===== src/rtl/viewport_map.sv =====
// viewport_map: clips a projected vertex, maps X/Y to screen pixels with a shift-add multiplier, saturates depth.
// Define VIEWPORT_ROUND_EN to round pixel coordinates to nearest instead of truncating.
module viewport_map #(
    parameter int N = 32,
    parameter int Q = 15,
    parameter int SCREEN_W = 640,
    parameter int SCREEN_H = 480
) (
    input  logic                        CLK,
    input  logic                        RESET_N,
    input  logic                        start,
    input  logic [N-1:0]                X,
    input  logic [N-1:0]                Y,
    input  logic [N-1:0]                Z,
    output logic [$clog2(SCREEN_W)-1:0] PIX_X,
    output logic [$clog2(SCREEN_H)-1:0] PIX_Y,
    output logic [15:0]                 DEPTH,
    output logic                        CLIPPED,
    output logic                        BUSY,
    output logic                        DONE
);
    localparam int PW = $clog2(SCREEN_W);
    localparam int PH = $clog2(SCREEN_H);
    localparam int UW = Q + 2;
    localparam int AW = UW + (PW > PH ? PW : PH);
    localparam int CW = $clog2(UW);
    localparam logic signed [N-1:0] ONE = N'(2 ** Q);
    localparam logic [AW-1:0] MW = AW'(SCREEN_W - 1);
    localparam logic [AW-1:0] MH = AW'(SCREEN_H - 1);
`ifdef VIEWPORT_ROUND_EN
    localparam logic [AW-1:0] RND = AW'(2 ** Q);
`else
    localparam logic [AW-1:0] RND = '0;
`endif

    typedef enum logic [2:0] {IDLE, CLIP, MULX, MULY, OUT} state_t;
    state_t state;

    logic [N-1:0]  x_r, y_r, z_r;
    logic [UW-1:0] uy_r, mul;
    logic [AW-1:0] acc, acc_next, res;
    logic [CW-1:0] cnt;
    logic          clip, last;

    always_comb begin
        acc_next = acc + (mul[0] ? ((state == MULX ? MW : MH) << cnt) : '0);
        res = (acc_next + RND) >> (Q + 1);
        last = cnt == CW'(UW - 1);
        clip = ($signed(x_r) > ONE) || ($signed(x_r) < -ONE) ||
               ($signed(y_r) > ONE) || ($signed(y_r) < -ONE) ||
               z_r[N-1] || (z_r == '0);
    end

    always_ff @(posedge CLK or negedge RESET_N) begin
        if (!RESET_N) begin
            state   <= IDLE;
            x_r     <= '0;
            y_r     <= '0;
            z_r     <= '0;
            uy_r    <= '0;
            mul     <= '0;
            acc     <= '0;
            cnt     <= '0;
            PIX_X   <= '0;
            PIX_Y   <= '0;
            DEPTH   <= '0;
            CLIPPED <= 1'b0;
            BUSY    <= 1'b0;
            DONE    <= 1'b0;
        end else begin
            case (state)
                IDLE: begin
                    DONE <= 1'b0;
                    if (start) begin
                        x_r   <= X;
                        y_r   <= Y;
                        z_r   <= Z;
                        BUSY  <= 1'b1;
                        state <= CLIP;
                    end
                end
                CLIP: begin
                    CLIPPED <= clip;
                    if (clip) begin
                        PIX_X <= '0;
                        PIX_Y <= '0;
                        DEPTH <= '0;
                        DONE  <= 1'b1;
                        state <= OUT;
                    end else begin
                        // ux and uy are non-negative and fit Q+2 bits once the clip test passes
                        DEPTH <= |z_r[N-1:16] ? 16'hFFFF : z_r[15:0];
                        mul   <= UW'(x_r + ONE);
                        uy_r  <= UW'(ONE - y_r);
                        acc   <= '0;
                        cnt   <= '0;
                        state <= MULX;
                    end
                end
                MULX: begin
                    acc <= acc_next;
                    mul <= mul >> 1;
                    cnt <= cnt + CW'(1);
                    if (last) begin
                        PIX_X <= PW'(res);
                        mul   <= uy_r;
                        acc   <= '0;
                        cnt   <= '0;
                        state <= MULY;
                    end
                end
                MULY: begin
                    acc <= acc_next;
                    mul <= mul >> 1;
                    cnt <= cnt + CW'(1);
                    if (last) begin
                        PIX_Y <= PH'(res);
                        DONE  <= 1'b1;
                        state <= OUT;
                    end
                end
                OUT: begin
                    DONE  <= 1'b0;
                    BUSY  <= 1'b0;
                    state <= IDLE;
                end
                default: state <= IDLE;
            endcase
        end
    end
endmodule


===== config.mk =====
export PLATFORM = sky130hd
export DESIGN_NAME = viewport_map
export DESIGN_NICKNAME = d
export VERILOG_FILES = /design/src/rtl/viewport_map.sv
export SDC_FILE = /design/constraint.sdc
export NUM_CORES = 1
export LEC_CHECK = 0
export CELL_PAD_IN_SITES_DETAIL_PLACEMENT = 1
export CELL_PAD_IN_SITES_GLOBAL_PLACEMENT = 2
export CORE_MARGIN = 10
export CORE_UTILIZATION = 36
export DETAILED_ROUTE_END_ITERATION = 8
export PLACE_DENSITY = 0.92
export SYNTH_ARGS = -nofsm -noshare
export SYNTH_HDL_FRONTEND = slang
export SYNTH_SLANG_ARGS = --single-unit

===== constraint.sdc =====
create_clock -name CLK -period 4.76 [get_ports CLK]
set_input_delay 0.476 -clock CLK [delete_from_list [all_inputs] [get_ports CLK]]
set_output_delay 0.476 -clock CLK [all_outputs]
set_load 0.02 [all_outputs]

==> summary.md, run 1 <==
| Metric | Value |
|---|---|
| Status | `finished clean` |
| Number of synthesis warnings | `0` |
| Final Hold Vio Count | `0` |
| NumNets Final | `~1200` |
| Worst Setup Start Kind | `flip-flop` |
| Via Count | `7925` |
| Final design utilization | `46.09%` |
| Max-cap violations | `0` |
| Post-synthesis async set-or-reset flop share | `100.0%` |
| Highest-delay cell along the critical path | `dfrtp_1` |
| H-tree depth | `1` |
| Worst min path class | `primary input to async pin` |
| Final worst-path cycle share | `89.07%` |
| Vias in the first global route | `8752` |
| Floorplan row count | `slightly above 60` |
| Initial core utilization | `a little under two fifths` |
| First-pass GRT wire length | `roughly 48 mm` |
| Via-to-Cell Ratio | `approximately 5.2` |
| Worst VDD drop | `between 0.2 and 0.3 mV` |
| CP Cell Sequence | `nor2b_1 -> nand2b_1 -> ha_1 -> nand2_1 -> o21ai_0 -> o311ai_0 -> nor2_1 -> ha_1 -> nand4_1 -> nor2_1 -> a31oi_1 -> a21oi_1 -> a41o_1 -> a21oi_1 -> xor2_1 -> o21ai_0` |
| Clock Tree Buf Depth | `3` |
| HPWL after DPL | `roughly 21 mm` |
| Largest net degree at the start of global routing | `roughly 110` |
| Post-Synthesis Cells | `between 900 and 1000` |
| Syn nets | `1128` |
| Root buffer cell | `clkbuf_16` |
| Die height | `188.4 um` |
| CTS Buf Count | `24` |
| Relative slew margins | `about 34%` |
| Critical path required time | `5.11 ns` |
| Unrepaired setup endpoints after global routing | `no` |
| Synth Flop Type | `dfrtp_1` |
| F_max | `235.9 MHz` |
| Drt drc | `0` |
| Yosys reg bits | `202` |
| DRT Pass-1 Iters | `4` |
| Synth unique cells | `64` |
| Number of clock sinks | `202` |
| Clk_skew | `roughly 0.016 ns` |
| Clock transition at path regs | `~0.070 ns` |
| Worst slew pin tran | `0.9825 ns` |
| Final Setup Violations | `0` |
| Fin crit period | `4.240 ns` |
| Pwr Density | `367.7 nW/um^2` |
| DR iter-0 viols | `423` |
| Core area | `27860 sq um` |
| Crit path max fanout | `9` |
| All-Layer GR Usage | `16.09%` |
| Worst-Skew Late Latency | `0.52 ns` |
| Area of the die | `35510 sq um` |
| Final cell count without fillers | `roughly 1500` |
| Setup TNS | `0 ns` |
| Crit Path Class | `flip-flop to flip-flop` |
| Setup crit end kind | `flip-flop` |
| Syn Area/Cell | `10.27 sq um` |
| Seq/Total Area, Yosys | `49.49%` |
| Final Max Tran Viols | `0` |
| Critical path arrival | `4.59 ns` |
| Post-CTS Hold Buffers | `0` |
| CTS tree | `done` |
| I/O pin count | `137` |
| R2r setup slk | `0.52 ns` |
| Initial antenna violation count | `3` |
| Gr ovfl total | `0` |
| Die Wd | `188.4 um` |
| GPL Wtd Cong | `about 0.87` |
| Final WL | `~29 mm` |
| CP peak stage delay | `a little under 0.5 ns` |
| Post-synth EDFFs | `0` |
| Area delta synth->final | `25.70%` |
| Placed cells | `approximately 1500` |
| Syn Std Cell Area | `around 10000 sq um` |
| Setup repair bufs after CTS | `0` |
| Post-CTS sizing | `0` |
| Post-route antenna net violation count | `0` |
| Share of cells above drive strength 1 | `between 10% and 20%` |
| IO Port Bufs | `136` |
| DR WL/cell | `19.34 um` |
| Leak pwr | `5.677 nW` |
[metrics by stage]
step                instance area, sq um  hold slack, ns  power [W]  setup slack (ns)
floorplan                          10210          0.1804   0.002470            0.9740
global placement                   11960          0.4637   0.002701            0.7489
detailed placement                 11960          0.4711   0.002739            0.5961
CTS                                12830         0.08663   0.004770            0.5277
global route                       12830         0.08439   0.004927            0.1204
finish                             12840         0.02929   0.004721            0.5204
[layout by cell type, fill, tap and decap left out, types with 3 or more instances in the layout]
cell type and count:
dfrtp_1 202, clkdlybuf4s50_1 135, nand2_1 131, mux2_2 94, o21ai_0 87, nor2_1 59, a21oi_1 49, ha_1 33
clkbuf_16 25, nor4_1 21, xnor2_1 20, nor3_1 19, xor2_1 19, inv_1 18, mux2i_1 18, and3_1 16
nand4_1 16, nand3_1 13, a21o_1 12, a22o_1 11, nand2b_1 9, and2_1 9, nor2b_1 9, buf_4 9
a31oi_1 8, o21ai_1 7, a211oi_1 6, clkbuf_8 6, clkinv_2 5, or2_2 4, o21a_1 4, mux2_4 4
bufinv_16 4, diode_2 3, or4_1 3, a41o_1 3, a211o_1 3
[sequential cells by signal, indices dropped and copies added (netlist names)]
name,flops
x_r,32
y_r,32
z_r,32
acc,26
mul,17
uy_r,17
DEPTH,16
PIX_X,10
PIX_Y,9
cnt,5
state,3
BUSY,1
CLIPPED,1
DONE,1
[area by class of cell]
class                      instances  area [sq um]
antenna                            3         7.507
clock buffer                      32         701.9
clock inverter                    12         170.2
fill                            3012         15020
inverter                          19         71.32
multi-input combinational        722          4888
sequential                       202          5055
tap                              378         473.0
timing repair buffer             147          1473
[cells by family after synthesis]
| group | after synthesis | synth area share [%] |
|---|---|---|
| adder cells (fa/ha/maj) | 34 | 4.238 |
| XOR/XNOR | 39 | 3.344 |
| flip-flops | 202 | 49.49 |
| AO/OA/AOI/OAI | 211 | 12.41 |
| multiplexers | 116 | 12.71 |
| buffers and inverters | 71 | 2.793 |
| AND/OR/NAND/NOR | 322 | 15.02 |
[routing by layer]
layer  vias up  wire length (um)  part of all wire, %  track usage (%)
li1       3787                 -                    -                -
met1      3957             12830                   44            19.77
met2       141             14110                   48            27.37
met3        38              1920                  6.6            4.911
met4         2               436                  1.5            3.083
met5         -                13                0.044                0
[Yosys cell counts, drive strengths merged, types with 3 or more instances]
cell type / count / share of area [%]
clkbuf: 39 / 1.4
mux2: 98 / 11
a211oi: 6 / 0.44
or2: 4 / 0.24
buf: 13 / 0.66
a31oi: 9 / 0.55
and2: 9 / 0.55
a22o: 11 / 0.94
dfrtp: 202 / 49
a21oi: 49 / 2.4
o21ai: 94 / 4.6
mux2i: 18 / 1.8
a211o: 3 / 0.26
nand2: 133 / 4.9
or4: 5 / 0.44
nor3: 19 / 0.93
inv: 19 / 0.70
nand3: 14 / 0.73
nand4: 16 / 0.98
nor2: 60 / 2.2
nor4: 21 / 1.3
xor2: 19 / 1.6
nand2b: 10 / 0.69
xnor2: 20 / 1.7
nor2b: 9 / 0.55
a21o: 12 / 0.88
o21a: 4 / 0.29
and3: 16 / 0.98
ha: 33 / 4.0
a41o: 3 / 0.29
[worst max-delay path, delay by kind of cell (launching register included)]
family | cells | cell delay (ns)
AO/OA/AOI/OAI | 7 | 1.80
XOR/XNOR | 1 | 0.26
adder cells (fa/ha/maj) | 2 | 0.75
flip-flops | 1 | 0.49
AND/OR/NAND/NOR | 6 | 0.76
[power breakdown]
group | switching, W | leakage [nW] | internal [W]
clock | 0.000746 | 0.431 | 0.00125
sequential | 0.000212 | 2.59 | 0.00194
combinational | 0.000244 | 2.65 | 0.000327
[path summary, 6_finish.rpt]
path / startpoint / end / cells past startpoint
setup / recovery: state[1] / acc[19] / 16
hold / removal: RESET_N / acc[15] / 1
setup reg to reg: state[1] / acc[19] / 16
hold reg to reg: uy_r[11] / uy_r[11] / 2
max in group asynchronous: RESET_N / y_r[8] / 2
min in group CLK: uy_r[11] / uy_r[11] / 2
Power figures use the tool's default switching activity.
==> run 2, diff against run 1 <==
- CORE_UTILIZATION: 36 -> 35
- PLACE_DENSITY: 0.92 -> 0.9
==> run 2 against run 1 <==
Net effect:
- the run now ends with negative hold slack left
- sequential share of layout area barely moved
- maximum frequency increased by 0.91%
- clock skew fell by 0.0030 ns
- register-to-register slack gained 0.04 ns
- wire length rose by 0.66%
- utilization down 1.4 points
- final area rose by 0.11%
- combinational power about the same
- sequential cell count unchanged
- critical endpoint unchanged
- largest power group unchanged
==> summary.md, run 2 (same netlist as run 1, synthesis figures left out) <==
| Metric | Value |
|---|---|
| Status | `finished, violations left` |
| Failing checks | `negative hold slack` |
| Final instance area | `12850 sq um` |
| Highest-delay cell along the critical path | `o311ai_0` |
| DRT Pass-1 Iters | `4` |
| RR Endpoint | `acc[19]` |
| Area of the die | `36420 sq um` |
| H-tree depth | `1` |
| Regs by FF count | `x_r (32), y_r (32), z_r (32)` |
| Buf/Inv on CP | `0` |
| Commonest non-fill, non-tap cell in the layout | `dfrtp_1` |
| Die Wd | `around 190 um` |
| Core area | `28780 sq um` |
| Number of clock sinks | `between 200 and 250` |
| Gr ovfl total | `0` |
| Final Setup Violations | `0` |
| Area delta synth->final | `25.83%` |
| Final WL | `29.50 mm` |
| Die height | `190.8 um` |
| Critical path's top delay family | `compound AO/OA/AOI/OAI gates` |
| F_max | `238.0 MHz` |
| HPWL after DPL | `about 21 mm` |
| Post-route antenna net violation count | `0` |
| Setup crit end | `acc[19]` |
| Initial core utilization | `35.49%` |
| Pwr Total | `roughly 0.0047 W` |
| Vias in the first global route | `just under 9000` |
| I/O pin count | `137` |
| Drt drc | `0` |
| Critical Path Stages | `16` |
| Relative slew margins | `~30%` |
| Floorplan row count | `slightly above 60` |
| CP Cell Sequence | `nor2b_1 -> nand2b_1 -> ha_1 -> nand2_1 -> o21ai_0 -> o311ai_0 -> nor2_1 -> ha_1 -> nand4_1 -> nor2_1 -> a31oi_1 -> a21oi_1 -> a41o_1 -> a21oi_1 -> xor2_1 -> o21ai_0` |
| Via-to-Cell Ratio | `5.187` |
| Via Count | `7890` |
| R2R depth | `16` |
| Setup TNS | `0 ns` |
| Leak pwr | `5.678 nW` |
| Unrepaired setup endpoints after global routing | `no` |
| Final Max Tran Viols | `0` |
| NumNets Final | `1252` |
| CTS tree | `done` |
| R2r setup slk | `roughly 0.56 ns` |
| Share of cells above drive strength 1 | `approximately 15%` |
| Final worst-path cycle share | `88.26%` |
| Worst VDD drop | `0.2797 mV` |
| Worst Setup Start Kind | `flip-flop` |
| Most frequent cells in the layout | `202 x dfrtp_1, 135 x clkdlybuf4s50_1, 131 x nand2_1` |
| DR iter-0 viols | `428` |
| GPL Wtd Cong | `0.8269` |
| Crit path max fanout | `7` |
| Crit Path Class | `flip-flop to flip-flop` |
| Critical path arrival | `4.59 ns` |
| All-Layer GR Usage | `approximately 16%` |
| Fin crit period | `roughly 4.2 ns` |
| CP peak stage delay | `0.51 ns` |
| Final Hold Vio Count | `34` |
| First-pass GRT wire length | `48.53 mm` |
| Worst min path class | `primary input to async pin` |
| Critical path required time | `5.15 ns` |
| R2R Path Start | `state[2]` |
| DR WL/cell | `19.39 um` |
| Post-CTS sizing | `0` |
| Setup repair bufs after CTS | `0` |
| Worst-Skew Late Latency | `between 0.5 and 0.6 ns` |
| Place WS | `0.5732 ns` |
| Worst Hold Slack | `-0.01594 ns` |
| Root buffer cell | `clkbuf_16` |
| Clock transition at path regs | `0.06 ns` |
| CP startpoint | `state[2]` |
| Post-CTS Hold Buffers | `0` |
| Clock Tree Buf Depth | `3` |
| Initial antenna violation count | `5` |
| Fin worst setup slack | `0.5588 ns` |
| DP Area | `11990 sq um` |
| Max-cap violations | `0` |
| IO Port Bufs | `136` |
| Worst slew pin tran | `1.038 ns` |
| Pwr Density | `roughly 370 nW/um^2` |
| Largest net degree at the start of global routing | `129` |
| Setup crit end kind | `flip-flop` |
| Clk_skew | `0.01270 ns` |
| CTS Buf Count | `24` |
## run 2: cell count changes in the layout (fill, tap and decap cells not counted)
cell,previous run,this run
inv_6,0,2
buf_4,9,12
clkinv_4,2,0
clkinv_2,5,1
clkbuf_1,2,3
## run 2: area by class of cell
cell class                 instances  area [sq um]
clock buffer                      33         705.7
sequential                       202          5055
inverter                          19         71.32
antenna                            3         7.507
fill                            3127         15930
clock inverter                     8         150.1
multi-input combinational        722          4888
tap                              384         480.5
timing repair buffer             150          1495
## run 2: how the worst min path moves through the flow
stage               cells after the start      from  slack, ns  endpoint
global route                            1   RESET_N       0.03  PIX_X[6]
detailed placement                      2  PIX_Y[0]       0.47  PIX_Y[0]
floorplan                               0   RESET_N       0.18      BUSY
finish                                  1   RESET_N      -0.02   acc[14]
global placement                        2  DEPTH[1]       0.46  DEPTH[1]
CTS                                     1   RESET_N      0.003   acc[13]
## run 2: layer usage
layer,vias up,GRT usage (%),routed length (um),part of all wire [%]
met5,-,0,13,0.044
met4,2,3.059,376,1.3
met2,129,27.11,14210,48
met1,3929,20.67,13210,45
li1,3798,-,-,-
met3,32,4.462,1691,5.7
## run 2: power breakdown
group / leakage, nW / total (W) / switching [W] / internal, W
combinational: 2.67 / 0.000569 / 0.000242 / 0.000327
sequential: 2.59 / 0.00216 / 0.000219 / 0.00194
clock: 0.417 / 0.00197 / 0.000721 / 0.00125
## run 2: stage by stage
stage	utilization, %	cells
3_3_place_gp	41.66	1477
5_1_grt	44.64	1518
6_report	44.66	1521
3_5_place_dp	41.66	1477
4_1_cts	44.64	1518
2_1_floorplan	-	995
==> run 3, diff against run 2 <==
- CORE_UTILIZATION: 35 -> 36
- PLACE_DENSITY: 0.9 -> not set
- PLACE_DENSITY_LB_ADDON: not set -> 0.12
==> run 3 against run 2 <==
Net effect:
- the flow now finishes without violations
- sequential cell count did not move
- clock skew shrank 0.0034 ns
- final area down 0.48%
- critical path depth stayed put
- non-clock buffer count increased by 1
- sequential power about the same
- global-route usage shrank 0.31 points
- clock power decreased by 5%
- sequential share of layout area increased by 0.19 points
- highest routed layer is now met4
==> summary.md, run 3 (same netlist as run 1, synthesis figures left out) <==
| Metric | Value |
|---|---|
| HPWL after DPL | `20.75 mm` |
| CTS tree | `done` |
| Post-route antenna net violation count | `0` |
| Commonest non-fill, non-tap cell in the layout | `dfrtp_1` |
| Final design utilization | `between 40% and 50%` |
| Initial antenna violation count | `0` |
| Fin crit period | `4.222 ns` |
| Floorplan row count | `61` |
| DR WL/cell | `18.82 um` |
| Leak pwr | `5.653 nW` |
| Place WS | `0.4762 ns` |
| Unrepaired setup endpoints after global routing | `no` |
| Die Wd | `between 150 and 200 um` |
| Root buffer cell | `clkbuf_16` |
| Drt drc | `0` |
| IO Port Bufs | `136` |
| Regs by FF count | `x_r (32), y_r (32), z_r (32)` |
| Area delta synth->final | `25.23%` |
| Worst slew pin tran | `0.9323 ns` |
| Pwr Density | `between 300 and 400 nW/um^2` |
| CTS Buf Count | `25` |
| Vias in the first global route | `around 8400` |
| Via-to-Cell Ratio | `5.112` |
| DRT Pass-1 Iters | `4` |
| Max-cap violations | `0` |
| Worst-Skew Late Latency | `0.53 ns` |
| Initial core utilization | `a little under two fifths` |
| Final WL | `28.57 mm` |
| Critical path required time | `5.16 ns` |
| Post-CTS Hold Buffers | `0` |
| R2R Path Start | `state[1]` |
| H-tree depth | `1` |
| Setup crit end kind | `flip-flop` |
| Final Hold Vio Count | `0` |
| GPL Wtd Cong | `0.8320` |
| Final Max Tran Viols | `0` |
| Largest net degree at the start of global routing | `101` |
| Post-CTS sizing | `0` |
| Final worst-path cycle share | `88.70%` |
| I/O pin count | `137` |
| Clk_skew | `0.009313 ns` |
| Buf/Inv on CP | `0` |
| Area of the die | `35510 sq um` |
| Share of cells above drive strength 1 | `15.00%` |
| RR Endpoint | `PIX_Y[1]` |
| NumNets Final | `1254` |
| Via Count | `7760` |
| First-pass GRT wire length | `46.64 mm` |
| Clock Tree Buf Depth | `3` |
| Core area | `27860 sq um` |
| R2R depth | `16` |
| R2r setup slk | `about 0.54 ns` |
| Inserted Diodes | `0` |
| Relative slew margins | `between 30% and 40%` |
| Setup TNS | `0 ns` |
| Gr ovfl total | `0` |
| Highest-delay cell along the critical path | `dfrtp_1` |
| Final Setup Violations | `0` |
| Crit Path Class | `flip-flop to flip-flop` |
| Worst VDD drop | `approximately 0.25 mV` |
| Die height | `approximately 190 um` |
| DR iter-0 viols | `about 270` |
| Placed cells | `1472` |
| F_max | `236.8 MHz` |
| Critical path arrival | `4.63 ns` |
| All-Layer GR Usage | `about 16%` |
| Status | `finished clean` |
| Critical path's top delay family | `compound AO/OA/AOI/OAI gates` |
| Crit path max fanout | `9` |
| Worst min path class | `primary input to async pin` |
| CP peak stage delay | `0.49 ns` |
| Fin worst setup slack | `0.5377 ns` |
| Worst Setup Start Kind | `flip-flop` |
| Clock transition at path regs | `0.06 ns` |
| Final cell count without fillers | `around 1500` |
| Pwr Total | `0.004568 W` |
| CP Cell Sequence | `nor2b_1 -> nand2b_1 -> ha_1 -> nand2_1 -> o21ai_0 -> o311ai_0 -> nor2_1 -> ha_1 -> nand4_1 -> nor2_1 -> a31oi_1 -> a21oi_1 -> a21o_1 -> a21oi_1 -> xor2_1 -> o21ai_0` |
| Most frequent cells in the layout | `202 x dfrtp_1, 135 x clkdlybuf4s50_1, 131 x nand2_1` |
| Setup repair bufs after CTS | `0` |
| Number of clock sinks | `between 200 and 250` |
run 3: changes by cell type in the layout (fill, tap and decap cells not counted), sizes merged:
cell / previous run / this run
clkbuf: 34 / 38
clkinvlp: 1 / 2
inv: 21 / 20
buf: 14 / 15
clkinv: 1 / 5
bufinv: 4 / 1
diode: 3 / 0
run 3: worst max path at each step:
| stage | start | end | slack (ns) | cells after the start |
|---|---|---|---|---|
| detailed placement | state[1] | PIX_X[3] | 0.48 | 16 |
| global placement | state[1] | PIX_X[3] | 0.64 | 16 |
| CTS | state[1] | PIX_X[3] | 0.49 | 16 |
| global route | state[1] | PIX_X[3] | 0.01 | 16 |
| floorplan | state[1] | acc[22] | 0.97 | 18 |
| finish | state[1] | PIX_Y[1] | 0.54 | 16 |
run 3: worst reg2reg max path, stage by stage, from the launching register on:
cell and delay, ns:
dfrtp_1 0.49, nor2b_1 0.21, nand2b_1 0.15, ha_1 0.36, nand2_1 0.08, o21ai_0 0.17
o311ai_0 0.41, nor2_1 0.09, ha_1 0.40, nand4_1 0.17, nor2_1 0.06, a31oi_1 0.39
a21oi_1 0.26, a21o_1 0.24, a21oi_1 0.19, xor2_1 0.28, o21ai_0 0.14
run 3: layer usage:
metal	GRT usage [%]	part of all wire, %	vias to the layer above	wire length, um
li1	-	-	3807	-
met1	20.18	46	3815	13030
met2	27.43	49	104	13900
met3	3.508	4.1	34	1177
met4	2.900	1.6	0	465
met5	0	0	-	0
run 3: cell type report:
cell class                 count  area [sq um]
clock buffer                  37         720.7
clock inverter                 9         93.84
fill                        3060         15070
inverter                      19         71.32
multi-input combinational    722          4888
sequential                   202          5055
tap                          378         473.0
timing repair buffer         151          1490
run 3: where the power goes:
group | total [W] | switching, W | leakage, nW | internal (W)
Combinational | 0.000557 | 0.000230 | 2.67 | 0.000327
Clock | 0.00187 | 0.000763 | 0.396 | 0.00111
Sequential | 0.00214 | 0.000200 | 2.59 | 0.00194
Total | 0.00457 | 0.00119 | 5.65 | 0.00338
run 3: through the flow:
stage	area, sq um	hold WS (ns)
after global routing	12790	0.06401
after global placement	11980	0.4614
after detailed placement	11980	0.4698
after CTS	12790	0.05125
after floorplan	10210	0.1804
final	12790	0.005818
